[src/rtl/button_conditioner.sv]
// Debounces a bouncing button and derives press/release/auto-repeat pulses.
// Latency DEBOUNCE_CYCLES+2 clocks from a stable raw edge; no backpressure, every output is registered.
module button_conditioner #(
    parameter int DEBOUNCE_CYCLES = 16,
    parameter int REPEAT_DELAY    = 0,
    parameter int REPEAT_PERIOD   = 8
) (
    input  logic clk,
    input  logic rst,
    input  logic button_raw,
    output logic btn_level,
    output logic btn_press,
    output logic btn_release,
    output logic btn_repeat,
    output logic btn_event
);

    localparam int MAX_DR = (DEBOUNCE_CYCLES > REPEAT_DELAY) ? DEBOUNCE_CYCLES : REPEAT_DELAY;
    localparam int MAX_P  = (MAX_DR > REPEAT_PERIOD) ? MAX_DR : REPEAT_PERIOD;
    localparam int CW     = $clog2(MAX_P) + 1;

    localparam logic [CW-1:0] ONE     = CW'(1);
    localparam logic [CW-1:0] DB_LAST = CW'(DEBOUNCE_CYCLES - 1);
    localparam logic [CW-1:0] RPT_DLY = CW'(REPEAT_DELAY);
    localparam logic [CW-1:0] RPT_PER = CW'(REPEAT_PERIOD);
    localparam logic          RPT_ON  = (REPEAT_DELAY != 0);

    typedef enum logic [1:0] {
        IDLE         = 2'd0,
        PRESS_WAIT   = 2'd1,
        PRESSED      = 2'd2,
        RELEASE_WAIT = 2'd3
    } state_t;

    // Reset release flop: logic below only advances once it has captured a 1,
    // so the first update lands on the second clock after rst rises.
    logic rst_rel_q;
    logic rst_rel_d;

    logic          meta_q,     meta_d;
    logic          sync_q,     sync_d;
    state_t        state_q,    state_d;
    logic [CW-1:0] db_cnt_q,   db_cnt_d;
    logic [CW-1:0] rpt_cnt_q,  rpt_cnt_d;
    logic          rpt_per_q,  rpt_per_d;
    logic          level_q,    level_d;
    logic          press_q,    press_d;
    logic          release_q,  release_d;
    logic          repeat_q,   repeat_d;
    logic          event_q,    event_d;

    logic [CW-1:0] db_inc;
    logic [CW-1:0] rpt_inc;
    logic [CW-1:0] rpt_target;

    always_comb begin
        rst_rel_d = 1'b1;
    end

    always_ff @(posedge clk or negedge rst) begin
        if (!rst) begin
            rst_rel_q <= 1'b0;
        end else begin
            rst_rel_q <= rst_rel_d;
        end
    end

    always_comb begin
        meta_d     = meta_q;
        sync_d     = sync_q;
        state_d    = state_q;
        db_cnt_d   = db_cnt_q;
        rpt_cnt_d  = rpt_cnt_q;
        rpt_per_d  = rpt_per_q;
        level_d    = level_q;
        press_d    = 1'b0;
        release_d  = 1'b0;
        repeat_d   = 1'b0;
        event_d    = 1'b0;
        db_inc     = (&db_cnt_q)  ? db_cnt_q  : db_cnt_q  + ONE;
        rpt_inc    = (&rpt_cnt_q) ? rpt_cnt_q : rpt_cnt_q + ONE;
        rpt_target = rpt_per_q ? RPT_PER : RPT_DLY;

        if (rst_rel_q) begin
            meta_d = button_raw;
            sync_d = meta_q;

            case (state_q)
                IDLE: begin
                    if (sync_q) begin
                        state_d  = PRESS_WAIT;
                        db_cnt_d = ONE;
                    end
                end
                PRESS_WAIT: begin
                    if (!sync_q) begin
                        state_d  = IDLE;
                        db_cnt_d = '0;
                    end else if (db_cnt_q == DB_LAST) begin
                        state_d  = PRESSED;
                        db_cnt_d = '0;
                    end else begin
                        db_cnt_d = db_inc;
                    end
                end
                PRESSED: begin
                    if (!sync_q) begin
                        state_d  = RELEASE_WAIT;
                        db_cnt_d = ONE;
                    end
                end
                RELEASE_WAIT: begin
                    if (sync_q) begin
                        state_d  = PRESSED;
                        db_cnt_d = '0;
                    end else if (db_cnt_q == DB_LAST) begin
                        state_d  = IDLE;
                        db_cnt_d = '0;
                    end else begin
                        db_cnt_d = db_inc;
                    end
                end
                default: begin
                    state_d  = IDLE;
                    db_cnt_d = '0;
                end
            endcase

            level_d   = (state_d == PRESSED) || (state_d == RELEASE_WAIT);
            press_d   = level_d & ~level_q;
            release_d = ~level_d & level_q;

            // Repeat timing runs only while the debounced level stays high;
            // a bounce back from RELEASE_WAIT keeps the running count.
            if (press_d) begin
                rpt_cnt_d = '0;
                rpt_per_d = 1'b0;
            end else if (level_q && level_d) begin
                if (RPT_ON && (rpt_inc == rpt_target)) begin
                    repeat_d  = 1'b1;
                    rpt_cnt_d = '0;
                    rpt_per_d = 1'b1;
                end else begin
                    rpt_cnt_d = rpt_inc;
                end
            end else if (!level_d) begin
                rpt_cnt_d = '0;
                rpt_per_d = 1'b0;
            end

            event_d = press_d | repeat_d;
        end
    end

    always_ff @(posedge clk or negedge rst) begin
        if (!rst) begin
            meta_q    <= 1'b0;
            sync_q    <= 1'b0;
            state_q   <= IDLE;
            db_cnt_q  <= '0;
            rpt_cnt_q <= '0;
            rpt_per_q <= 1'b0;
            level_q   <= 1'b0;
            press_q   <= 1'b0;
            release_q <= 1'b0;
            repeat_q  <= 1'b0;
            event_q   <= 1'b0;
        end else begin
            meta_q    <= meta_d;
            sync_q    <= sync_d;
            state_q   <= state_d;
            db_cnt_q  <= db_cnt_d;
            rpt_cnt_q <= rpt_cnt_d;
            rpt_per_q <= rpt_per_d;
            level_q   <= level_d;
            press_q   <= press_d;
            release_q <= release_d;
            repeat_q  <= repeat_d;
            event_q   <= event_d;
        end
    end

    assign btn_level   = level_q;
    assign btn_press   = press_q;
    assign btn_release = release_q;
    assign btn_repeat  = repeat_q;
    assign btn_event   = event_q;

endmodule

[config.mk]
export PLATFORM = sky130hd
export DESIGN_NAME = button_conditioner
export DESIGN_NICKNAME = d
export VERILOG_FILES = /design/src/rtl/button_conditioner.sv
export SDC_FILE = /design/constraint.sdc
export NUM_CORES = 1
export LEC_CHECK = 0
export ABC_AREA = 1
export CORE_MARGIN = 10
export CORE_UTILIZATION = 30
export DETAILED_ROUTE_END_ITERATION = 10
export GPL_TIMING_DRIVEN = 0
export PLACE_DENSITY_LB_ADDON = 0.12
export SLEW_MARGIN = 10
export SYNTH_ARGS = -nofsm -noshare
export SYNTH_HDL_FRONTEND = slang
export SYNTH_SLANG_ARGS = --single-unit
[constraint.sdc]
create_clock -name clk -period 3 [get_ports clk]
set_input_delay 0.9 -clock clk [delete_from_list [all_inputs] [get_ports clk]]
set_output_delay 0.9 -clock clk [all_outputs]
set_load 0.05 [all_outputs]
==> impl_results.md <==
* TritonCTS clock tree: built
* WL final at 1.15 mm
* Final period utilization at 80.6%
* Max Slew Vio Count at 0
* Setup bufs post-CTS at 0
* Largest family of logic cells by synthesized area: simple AND/OR/NAND/NOR gates
* Die Span Y at 67.0 um
* Tot Pwr at 366 uW
* Mapped cell area at 663 um2
* Initial Util at 32.8%
* CTS H-tree lvls at 1
* WP data required at 2100 ps
* Non-Filler Instances at 118
* Clk slew on worst S/H paths at 70 ps
* IO buf count at 6
* Top FF cell, synth: dfrtp_1
* Hold Fails Final Rpt at 0
* Antenna Cells at 0
* Largest net degree at the start of global routing at 13
* Fill cells at 216
* Syn avg cell area at 8.19 um2
* Clock skew at 0.928 ps
* Slew @ Worst Pin at 532 ps
* Seq/Total Area, Yosys at 45.3%
* Num Clock Sinks at 12
* Drt via density at 4.23
* Reg2Reg Setup Slack at 1710 ps
* WS Path Type: flip-flop to primary output
* CTS Hold Bufs at 0
* Cells after synthesis at 81
* CP startpoint kind: flip-flop
* DRT antenna net count at 0
* Clk buf depth at 2
* Die ar. at 4490 um2
* Cells resized by post-CTS repair at 0
* XOR/XNOR Fraction of Synth Area at 0%
* Final setup violation count at 0
* Slowest CP cell: clkdlybuf4s50_1
* Syn Nets at 85
* Initial antenna violation count at 0
* RSZ-0062 raised after global routing: no
* Gpl congestion at 0.785
* Outcome: completed
* Ys Warns at 0
* Vias after detailed routing at 499
* GR Overflow Total at 0
* Share of post-route cells with drive strength above 1 at 24.2%
* Placed instance area at 757 um2
* Post-synthesis compound-gate area fraction at 8.11%
* Design area at 793 um2
* Synth async-reset ratio at 100%
* DRT iter0 DRCs at 5
* IO Pins at 8
* EDFF count, synth at 0
* GRT Total Usage at 5.65%
* Clk Latency, worst-skew pair at 270 ps
* Drt first pass iters at 4
* DPL Wire Length at 928 um
* CTS Buf Count at 3
* Nets@finish at 96
* Post-synth top area cell: dfrtp_1
* Final hold slack at 480 ps
* Worst path top cell family by delay: buffers and inverters
* Clock root buffer: clkbuf_4
* Core area at 2020 um2
* Setup TNS at 0 ps
* Number of max-cap violations at 0
* Crit-path cells: clkdlybuf4s50_1
* Buf/Inv on CP at 1
* Commonest cells post-synth: nand2_1, dfrtp_1, inv_1, nor2_1, o21ai_0
* Min-delay worst type: flip-flop to flip-flop
* Dpl cells at 114
* Worst rel slew slack at 64.4%
* Syn-to-layout area delta at 19.6%
* Area contributors post-synth: dfrtp_1, nand2_1, nand3_2
* WL/cell at 9.70 um
* Vias in the first global route at 449
* First-pass GRT wire length at 1.99 mm
* Pwr dens at 461 nW/um2
* Worst Setup End Kind: primary output
* VDD IR max at 0.247 mV
* Flops & latches, synth at 12
* Synth Area in Adders at 1.89%
* Fmax at 414 MHz
* Min cycle time layout at 2420 ps
* Die W at 67.0 um
* Critical path fanouts, max at 5
* Post-synthesis simple-gate area fraction at 33.2%
* CP peak stage delay at 830 ps
* Netlist cell types at 21
* Most common cell in the netlist: nand2_1
* Remaining DRCs at 0
* Multiplexer area fraction after synthesis at 0%
* Lkg Pwr at 0.405 nW
* Top-area cell type share of the netlist area at 45.3%
* WP data arrival at 1520 ps
* Cell Rows at 16
cell families after synthesis:
group,count (synthesis)
AND/OR/NAND/NOR,42
buffers and inverters,15
AO/OA/AOI/OAI,9
other,2
adder cells (fa/ha/maj),1
flip-flops,12
sequential cells by signal (all words and copies together) (netlist names):
| signal | count |
|---|---|
| btn_event | 1 |
| btn_release | 1 |
| db_cnt_q | 5 |
| meta_q | 1 |
| rst_rel_q | 1 |
| state_q | 2 |
| sync_q | 1 |
cells in the final DEF (no fill, tap or decap), types with 2 or more instances in the layout:
cell,Yosys,final
a21oi_1,2,2
o21ai_0,4,4
buf_4,3,3
nand3_1,3,3
clkbuf_4,0,3
nand3_2,3,3
dfrtp_1,12,12
clkdlybuf4s50_1,0,6
inv_2,3,3
inv_1,8,8
nor2_1,4,4
conb_1,2,2
nand2_1,26,26
nand2_2,2,2
power by group:
group,switching (mW),internal [mW],total [mW],leakage [nW]
Clock,0.0527,0.0738,0.126,0.0210
Sequential,0.00999,0.173,0.183,0.157
Combinational,0.0361,0.0207,0.0568,0.227
Total,0.0987,0.267,0.366,0.405
final timing paths:
| path | depth (start not counted) | to | start |
|---|---|---|---|
| min | 2 | meta_q | meta_q |
| max in group asynchronous | 1 | state_q[0] | rst |
| min reg2reg | 2 | meta_q | meta_q |
| max reg2reg | 6 | db_cnt_q[0] | db_cnt_q[0] |
| min in group asynchronous | 1 | db_cnt_q[0] | rst |
| max | 1 | btn_level | state_q[1] |
metal layers:
metal / track usage, % / routed length, um / vias up
met4: 0.769 / 0 / 0
met5: 0 / 0 / -
met1: 7.08 / 565 / 224
met3: 3.18 / 83 / 0
met2: 8.41 / 497 / 8
li1: - / - / 267
stage by stage:
stage                     utilization, %  setup WS (ps)
after detailed placement            37.4            864
after global placement              37.4            866
after floorplan                        -           1210
after CTS                           39.2            558
final                               39.2            583
after global routing                39.2            512
final cells by class:
type                       instances  area, um2  area share (%)
buffer                             3       22.5            2.84
clock buffer                       4       36.3            4.57
inverter                          12       46.3            5.84
multi-input combinational         54        294            37.1
sequential                        12        300            37.9
tap                               27       33.8            4.26
timing repair buffer               6       60.1            7.57
tightest hold or removal path, delay by kind of cell (launching register included):
family	cells	cell delay, ps
flops	1	340
simple gates	2	110
No activity file was read; power rests on OpenSTA's default activity.
